[src/rtl/hazard_pkg.sv]
// Shared definitions for the pipeline hazard/stall controller:
// FSM state encoding, stall-length constants and the width of the stall counter.
package hazard_pkg;

  typedef enum logic {
    RUN  = 1'b0,
    HOLD = 1'b1
  } state_t;

  localparam int REMAINING_W = 2;

  localparam logic [REMAINING_W-1:0] LOAD_USE_STALLS    = 2'd1;
  localparam logic [REMAINING_W-1:0] LOAD_BRANCH_STALLS = 2'd2;

endpackage

[src/rtl/hazard_reg_match.sv]
// Source-operand comparator: does a producer register feed the instruction in ID?
// Register 0 is hard-wired to zero and never creates a dependency.
module hazard_reg_match (
  input  logic [4:0] WriteReg,
  input  logic [4:0] Rs,
  input  logic [4:0] Rt,
  input  logic       UsesRt,
  output logic       Match
);

  assign Match = (WriteReg != 5'd0) &&
                 ((WriteReg == Rs) || (UsesRt && (WriteReg == Rt)));

endmodule

[src/rtl/hazard_stall_unit.sv]
// Load-use / branch-operand hazard controller: freezes PC and IF/ID, bubbles ID/EX,
// and flushes IF/ID on taken branches/jumps. Define HAZARD_STATS_EN for stall/flush counters.
module hazard_stall_unit
  import hazard_pkg::*;
(
  input  logic        Clk,
  input  logic        Reset,
  input  logic [4:0]  ID_Rs,
  input  logic [4:0]  ID_Rt,
  input  logic        ID_UsesRt,
  input  logic        ID_IsBranch,
  input  logic        ID_BranchTaken,
  input  logic        ID_Jump,
  input  logic        EX_MemRead,
  input  logic        EX_RegWrite,
  input  logic [4:0]  EX_WriteReg,
  input  logic        MEM_MemRead,
  input  logic [4:0]  MEM_WriteReg,
  output logic        PCWrite,
  output logic        IFIDWrite,
  output logic        IDEXBubble,
  output logic        IFIDFlush
`ifdef HAZARD_STATS_EN
  ,
  output logic [31:0] StallCount,
  output logic [31:0] FlushCount
`endif
);

  state_t                 state_reg, state_next;
  logic [REMAINING_W-1:0] remaining_reg, remaining_next;

  // Index 0 compares the EX destination, index 1 the MEM destination.
  logic [4:0] write_reg [2];
  logic [1:0] match_vec;

  assign write_reg[0] = EX_WriteReg;
  assign write_reg[1] = MEM_WriteReg;

  generate
    for (genvar gi = 0; gi < 2; gi++) begin : g_match
      hazard_reg_match u_match (
        .WriteReg (write_reg[gi]),
        .Rs       (ID_Rs),
        .Rt       (ID_Rt),
        .UsesRt   (ID_UsesRt),
        .Match    (match_vec[gi])
      );
    end
  endgenerate

  logic ex_load_dep;
  logic need_two;
  logic need_one;

  assign ex_load_dep = EX_MemRead && match_vec[0];
  assign need_two    = ex_load_dep && ID_IsBranch;
  assign need_one    = (ex_load_dep && !ID_IsBranch) ||
                       (ID_IsBranch && EX_RegWrite && !EX_MemRead && match_vec[0]) ||
                       (ID_IsBranch && MEM_MemRead && match_vec[1]);

  always_ff @(posedge Clk or posedge Reset) begin
    if (Reset) begin
      state_reg     <= RUN;
      remaining_reg <= '0;
    end else begin
      state_reg     <= state_next;
      remaining_reg <= remaining_next;
    end
  end

  always_comb begin
    state_next     = state_reg;
    remaining_next = remaining_reg;
    PCWrite        = 1'b1;
    IFIDWrite      = 1'b1;
    IDEXBubble     = 1'b0;
    IFIDFlush      = 1'b0;

    case (state_reg)
      RUN: begin
        if (need_two || need_one) begin
          PCWrite    = 1'b0;
          IFIDWrite  = 1'b0;
          IDEXBubble = 1'b1;
          // Two-cycle stall: this cycle plus the cycles counted down in HOLD.
          if (need_two) begin
            state_next     = HOLD;
            remaining_next = LOAD_BRANCH_STALLS - LOAD_USE_STALLS;
          end
        end else begin
          IFIDFlush = ID_BranchTaken || ID_Jump;
        end
      end
      HOLD: begin
        PCWrite        = 1'b0;
        IFIDWrite      = 1'b0;
        IDEXBubble     = 1'b1;
        remaining_next = remaining_reg - REMAINING_W'(1);
        if (remaining_next == '0) begin
          state_next = RUN;
        end
      end
      default: begin
        state_next     = RUN;
        remaining_next = '0;
      end
    endcase

    // While reset is held the pipeline runs freely, even if a stall was in progress.
    if (Reset) begin
      PCWrite    = 1'b1;
      IFIDWrite  = 1'b1;
      IDEXBubble = 1'b0;
      IFIDFlush  = 1'b0;
    end
  end

`ifdef HAZARD_STATS_EN
  logic [31:0] stall_count_reg;
  logic [31:0] flush_count_reg;

  always_ff @(posedge Clk or posedge Reset) begin
    if (Reset) begin
      stall_count_reg <= '0;
      flush_count_reg <= '0;
    end else begin
      if (IDEXBubble && (stall_count_reg != 32'hFFFF_FFFF)) begin
        stall_count_reg <= stall_count_reg + 32'd1;
      end
      if (IFIDFlush && (flush_count_reg != 32'hFFFF_FFFF)) begin
        flush_count_reg <= flush_count_reg + 32'd1;
      end
    end
  end

  assign StallCount = stall_count_reg;
  assign FlushCount = flush_count_reg;
`endif

endmodule

[config.mk]
export PLATFORM = sky130hd
export DESIGN_NAME = hazard_stall_unit
export DESIGN_NICKNAME = d
export VERILOG_FILES = /design/src/rtl/hazard_pkg.sv /design/src/rtl/hazard_reg_match.sv /design/src/rtl/hazard_stall_unit.sv
export SDC_FILE = /design/constraint.sdc
export NUM_CORES = 1
export LEC_CHECK = 0
export ABC_CLOCK_PERIOD_IN_PS = 2400
export CAP_MARGIN = 20
export CORE_MARGIN = 2
export CORE_UTILIZATION = 34
export CTS_BUF_LIST = sky130_fd_sc_hd__clkbuf_8 sky130_fd_sc_hd__clkbuf_16
export CTS_CLUSTER_SIZE = 30
export DETAILED_ROUTE_END_ITERATION = 12
export PLACE_DENSITY_LB_ADDON = 0.3
export SYNTH_ARGS = -nofsm -noshare
export SYNTH_HDL_FRONTEND = slang
export SYNTH_HIERARCHICAL = 1
export SYNTH_SLANG_ARGS = --single-unit
[constraint.sdc]
create_clock -name Clk -period 2.4 [get_ports Clk]
set_input_delay 0.36 -clock Clk [delete_from_list [all_inputs] [get_ports Clk]]
set_output_delay 0.36 -clock Clk [all_outputs]
set_load 0.02 [all_outputs]
==> flow_summary.yaml, run 1 <==
clock_network:
  cts-root-buf: "sky130_fd_sc_hd__clkbuf_8"
  h-tree-depth: 1
  cts_made_buffers: 3
  worst_setup_hold_path_clk_slew_ns: 0.03
  cts.sinks: 3
  worst_skew_pair.late_latency_ns: 0.21
  cts_post_setup_buffers_inserted: 0
  clockBufferDepth: 2
  cts_tree: "yes"
finish:
  final_area_um2: 960
  finish.net_count: 134
  most-common-layout-cells: "14 x sky130_fd_sc_hd__xor2_1, 14 x sky130_fd_sc_hd__buf_4, 13 x sky130_fd_sc_hd__clkdlybuf4s50_1"
  fill_cells: 117
  antenna-diode-count: 0
  flip_flop_count_of_the_largest_register_after_layout: 2
  layout-drive-gt1-share_pct: 27.2
  syn_to_layout_area_delta_pct: 98.2
synthesis:
  post_synth.cell_area_avg_um2: 8.65
  yosys_warnings: 6
  synth_cell_types: 23
  synth_seq_area_share_pct: 15.5
  syn-num-nets: 86
  synth.cell_area_um2: 484
  synth_cells: 56
  synth.ff_latch_count: 3
critical_path:
  critPathMaxFanout: 3
  critical_path_arrival_ns: 1.97
  critPathSlowestCell: "sky130_fd_sc_hd__or4_1"
  worstPathRequired_ns: 2.04
  reg2reg_to: "remaining_reg[1]$_DFFE_PP0P_"
  worstSetupEndpointType: "primary output"
  critical_path.max_stage_delay_ns: 0.51
  timing.reg2reg.worst_path_depth: 2
  reg2reg_slack_ns: 1.37
  setup.worst_path.start_class: "primary input"
  crit_path_cell_trace: "dlygate4sd2_1 -> or4_1 -> nor2_1 -> a21oi_2 -> and4b_1 -> a211o_1 -> buf_6"
  worst_r2r_startpoint: "remaining_reg[0]$_DFFE_PP0P_"
  path_class: "in -> out"
die:
  boundaryPins: 33
  floorplan.initialDensity_pct: 36.8
  fp.coreArea_um2: 1320
  fp.dieH_um: 41.7
  die_x_um: 41.7
  floorplan.rows: 13
  floorplan.die_area_um2: 1740
placement:
  dp_hpwl_mm: 1.22
  gp_routability_congestion: 0.774
  dpl-instance-area_um2: 911
  place.port_buffers: 32
route:
  initial_drt_pass_iterations: 4
  routed_wirelength_mm: 1.56
  drt-vias-per-instance: 5.14
  detail-route-antenna-nets: 0
  detailedRoute.firstIterationViolations: 11
  drt-wirelength-per-cell_um: 13.3
  vias: 607
  remaining_drc_errors: 0
timing:
  final.setup.tns_ns: 0
  max_slew.worst_pin.slew_ns: 0.252
  finalSetupViolCount: 0
  hold_violations: 0
  timing.final.crit_period_ns: 2.33
  rsz0062_at_grt: "no"
  max_freq_ghz: 0.430
  timing.slew.headroom_pct: 83.1
  fin_hold_ws_ns: 0.491
  fraction_of_the_cycle_the_final_worst_path_needs_pct: 96.9
  finalClockSkew_ns: 0.00188
  report.final.slew_viol_count: 0
worst_hold_path:
  worst_min_path_class: "in -> async"
grt:
  grt_start_max_net_pins: 8
  aggregate_global_routing_overflow: 0
  global_route.usage.total_pct: 17.7
  first_global_vias: 585
  antenna_violations_before_repair: 0
  grt_pass1_wl_mm: 2.44
power_and_ir_drop:
  leakage_nw: 0.462
  power_per_unit_of_standard_cell_area_nw_per_um2: 407
  ir_drop_v: 0.000441
job:
  max_cap_viol_count: 0
outcome:
  status: "completed"
power by group:
group / leakage (nW) / internal (mW) / switching [mW]
Combinational: 0.398 / 0.0977 / 0.0729
Clock: 0.0269 / 0.109 / 0.0322
Sequential: 0.0380 / 0.0669 / 0.0123
Total: 0.462 / 0.273 / 0.117
synth_stat cells:
| master | n | share of area, % |
|---|---|---|
| sky130_fd_sc_hd__xor2_1 | 14 | 25 |
| sky130_fd_sc_hd__xnor2_1 | 6 | 11 |
| sky130_fd_sc_hd__nand3_1 | 5 | 5.2 |
| sky130_fd_sc_hd__a21oi_1 | 3 | 3.1 |
| sky130_fd_sc_hd__dfrtp_1 | 3 | 16 |
| sky130_fd_sc_hd__a211oi_1 | 2 | 3.1 |
| sky130_fd_sc_hd__inv_1 | 2 | 1.6 |
| sky130_fd_sc_hd__nor2_1 | 2 | 1.6 |
| sky130_fd_sc_hd__nor2b_1 | 2 | 2.6 |
| sky130_fd_sc_hd__nor3_1 | 2 | 2.1 |
| sky130_fd_sc_hd__nor4_2 | 2 | 5.2 |
| sky130_fd_sc_hd__or4_1 | 2 | 3.1 |
| sky130_fd_sc_hd__a211o_1 | 1 | 1.8 |
| sky130_fd_sc_hd__a21o_1 | 1 | 1.6 |
| sky130_fd_sc_hd__a22o_1 | 1 | 1.8 |
| sky130_fd_sc_hd__a311oi_1 | 1 | 1.8 |
| sky130_fd_sc_hd__a31o_1 | 1 | 1.8 |
| sky130_fd_sc_hd__and2b_1 | 1 | 1.6 |
| sky130_fd_sc_hd__and4b_1 | 1 | 2.1 |
| sky130_fd_sc_hd__buf_4 | 1 | 1.6 |
| sky130_fd_sc_hd__ha_1 | 1 | 2.6 |
| sky130_fd_sc_hd__mux2i_1 | 1 | 2.1 |
| sky130_fd_sc_hd__o21bai_2 | 1 | 2.3 |
cells by family after synthesis:
family	after synthesis	synth area share, %
DFF	3	15.5
muxes	1	2.07
and+or+nand+nor	17	23.3
adders and majority gates	1	2.58
xor gates and xnor gates	20	36.2
buffers and inverters	3	3.10
AOI/OAI and AO/OA	11	17.3
worst max-delay path by stage:
stage                               start    endpoint  depth (start not counted)  slack (ns)
after CTS                        ID_Rt[3]  IDEXBubble                          8        0.01
after global placement    MEM_WriteReg[3]  IDEXBubble                          8       -0.56
after floorplan            EX_WriteReg[1]     PCWrite                          6        0.21
final                     MEM_WriteReg[4]  IDEXBubble                          7        0.07
after detailed placement  MEM_WriteReg[3]  IDEXBubble                          8       -0.59
after global routing             ID_Rs[4]  IDEXBubble                          8       0.006
critical path, delay by kind of cell:
kind                   cells  cell delay, ns
AND/OR/NAND/NOR            3            0.86
AO/OA/AOI/OAI              2            0.34
buffers and inverters      2            0.41
per-stage QoR:
step / util, % / total power, mW / worst slack (ns) / instances
2_1_floorplan: - / 0.157 / 0.213 / 56
3_3_place_gp: 69.1 / 0.249 / -0.563 / 114
3_5_place_dp: 69.1 / 0.257 / -0.592 / 114
4_1_cts: 71.6 / 0.392 / 0.0111 / 118
5_1_grt: 72.8 / 0.414 / 0.00624 / 118
6_report: 72.8 / 0.391 / 0.0745 / 118
final cells by class:
type / instances / area (um^2) / share of cell area (%)
clock buffer: 3 / 41.3 / 4.30
clock inverter: 1 / 3.75 / 0.391
inverter: 2 / 7.51 / 0.782
multi-input combinational: 50 / 419 / 43.7
sequential: 3 / 75.1 / 7.82
tap: 15 / 18.8 / 1.96
timing repair buffer: 44 / 394 / 41.1
routing by layer:
| metal | wire [um] | track usage [%] |
|---|---|---|
| met4 | 0 | 1.94 |
| met5 | 0 | 0 |
| met1 | 678 | 22.3 |
| met3 | 97 | 6.09 |
| met2 | 787 | 30.0 |
timing repair:
item                       4_1_cts  5_1_grt
setup endpoints to repair        4        3
hold buffers                     0        0
resized for setup               35        8
cloned                           0        0
pin swaps                        8       11
(Power assumes the default switching activity.)
==> run 2: changes to the inputs <==
CORE_MARGIN = not set   (was 2)
CORE_UTILIZATION = 35   (was 34)
DONT_BUFFER_PORTS = 1   (was not set)
==> flow_summary.yaml, run 2 (synthesis results as in run 1) <==
grt:
  grt_pass1_wl_mm: 1.66
  antenna_violations_before_repair: 0
  global_route.usage.total_pct: 16.0
  first_global_vias: 450
  aggregate_global_routing_overflow: 0
  grt_start_max_net_pins: 8
critical_path:
  worstSetupEndpointType: "primary output"
  path_class: "in -> out"
  reg2reg_slack_ns: 1.35
  crit_path_cell_trace: "xor2_1 -> nor4_2 -> nand3_1 -> a21oi_1 -> nor2b_1 -> a211oi_2 -> buf_4"
  critPathSlowestCell: "sky130_fd_sc_hd__a21oi_1"
  setup.worst_path.start_class: "primary input"
  worst-path-buf-inv: 1
  critical_path_arrival_ns: 1.75
  worstPathRequired_ns: 2.04
  path_delay_family: "simple AND/OR/NAND/NOR gates"
  critical_path.max_stage_delay_ns: 0.32
  critPathMaxFanout: 4
die:
  floorplan.initialDensity_pct: 37.2
  fp.dieH_um: 39.2
  boundaryPins: 33
  floorplan.rows: 13
  floorplan.die_area_um2: 1540
  die_x_um: 39.2
  fp.coreArea_um2: 1300
power_and_ir_drop:
  ir_drop_v: 0.000286
  power_switching_share_pct: 28.2
  total_power_uw: 319
  power_per_unit_of_standard_cell_area_nw_per_um2: 559
  power.net_switching_uw: 89.9
  internal-power_uw: 229
  comb_power_share_pct: 31.0
  leakage_nw: 0.238
  power.sequential.fraction_pct: 24.7
  share_clk_of_total_power_pct: 44.3
route:
  remaining_drc_errors: 0
  routed-wl-met2_um: 554
  vias: 445
  detail-route-antenna-nets: 0
  drt-vias-per-instance: 5.78
  drt-wirelength-per-cell_um: 14.2
  routedLengthMet1_um: 454
  detailedRoute.firstIterationViolations: 3
  met3RoutedLength_um: 83
  maxUsedRoutingLayer: "met3"
  initial_drt_pass_iterations: 3
  routed_wirelength_mm: 1.09
finish:
  final_area_um2: 571
  antenna-diode-count: 0
  multiInputGateArea_um2: 399
  most-common-layout-cells: "14 x sky130_fd_sc_hd__xor2_1, 6 x sky130_fd_sc_hd__xnor2_1, 5 x sky130_fd_sc_hd__nand3_1"
  layout-drive-gt1-share_pct: 14.5
  fill_cells: 144
  syn_to_layout_area_delta_pct: 17.8
  layout.cells.most_common: "sky130_fd_sc_hd__xor2_1"
  layout_cells_excl_fill: 77
  finish.net_count: 93
  sequential_cell_area_um2: 75.1
  flip_flop_count_of_the_largest_register_after_layout: 2
clock_network:
  cts.sinks: 3
  worst_skew_pair.late_latency_ns: 0.21
  cts_tree: "yes"
  cts_repair_resize_count: 0
  cts_made_buffers: 3
  worst_setup_hold_path_clk_slew_ns: 0.03
  cts_hold_repair.buffers: 1
  h-tree-depth: 1
  clockBufferDepth: 2
  cts_post_setup_buffers_inserted: 0
  cts-root-buf: "sky130_fd_sc_hd__clkbuf_8"
timing:
  final.setup.tns_ns: 0
  timing.slew.headroom_pct: 77.6
  report.final.slew_viol_count: 0
  rsz0062_at_grt: "no"
  finalClockSkew_ns: 0.00177
  timing.final.crit_period_ns: 2.11
  max_slew.worst_pin.slew_ns: 0.336
  finalSetupViolCount: 0
  hold_violations: 0
  fin_hold_ws_ns: 0.350
  max_freq_ghz: 0.474
  fraction_of_the_cycle_the_final_worst_path_needs_pct: 87.9
worst_hold_path:
  worst_min_path_class: "in -> reg"
job:
  max_cap_viol_count: 0
placement:
  gp_routability_congestion: 0.680
  dpl-instance-area_um2: 515
  place.port_buffers: 0
  dp_hpwl_um: 925
  instance_count_after_placement_with_tap_cells_included: 72
outcome:
  status: "completed"
[run 2: cell count changes in the layout (fill, tap and decap cells not counted), sizes merged]
cell,change
dlygate4sd2,-10
clkdlybuf4s50,-13
dlygate4sd3,+1
buf,-14
clkbuf,-1
dlymetal6s2s,-4
[run 2: final timing paths]
kind,from,endpoint,cells after the start
max in group asynchronous,Reset,remaining_reg[1]$_DFFE_PP0P_,2
worst min-delay path,ID_IsBranch,state_reg$_DFF_PP0_,2
worst max-delay path,EX_WriteReg[3],IFIDWrite,7
worst max register to register,remaining_reg[0]$_DFFE_PP0P_,remaining_reg[1]$_DFFE_PP0P_,2
min in group asynchronous,Reset,state_reg$_DFF_PP0_,2
worst min register to register,remaining_reg[0]$_DFFE_PP0P_,remaining_reg[0]$_DFFE_PP0P_,1
[run 2: routing by layer]
layer / vias to the layer above / GRT usage (%)
li1: 214 / -
met1: 213 / 19.3
met2: 18 / 25.8
met3: 0 / 4.05
met4: 0 / 7.76
met5: - / 0
[run 2: stage by stage]
| stage | utilization (%) | setup slack (ns) |
|---|---|---|
| 2_1_floorplan | - | 0.213 |
| 3_3_place_gp | 39.6 | 0.367 |
| 3_5_place_dp | 39.6 | 0.329 |
| 4_1_cts | 43.8 | 0.297 |
| 5_1_grt | 43.8 | 0.243 |
| 6_report | 43.8 | 0.290 |
[run 2: area by class of cell]
class	count	share of cell area, %
Inverter	2	1.32
Multi-Input combinational cell	50	70.0
Clock buffer	3	7.24
Clock inverter	1	0.658
Timing Repair Buffer	3	4.39
Sequential cell	3	13.2
Tap cell	15	3.29
[run 2: power by group through the flow]
stage / clock network (mW) / registers [mW] / logic (mW)
after floorplan: 0 / 0.0762 / 0.0811
after detailed placement: 0 / 0.0780 / 0.0963
after global routing: 0.152 / 0.0809 / 0.113
final: 0.141 / 0.0786 / 0.0989
after CTS: 0.143 / 0.0783 / 0.100
after global placement: 0 / 0.0781 / 0.0920
[run 2: worst register-to-register path, cell delays in order (launching register included)]
cell,delay (ns)
sky130_fd_sc_hd__dfrtp_1,0.39
sky130_fd_sc_hd__ha_1,0.31
sky130_fd_sc_hd__a22o_1,0.23
==> run 3: changes to the inputs <==
HOLD_SLACK_MARGIN = 0.03   (was not set)
==> results of run 3 <==
The final DEF is identical to that of run 2; final timing and power are the same.
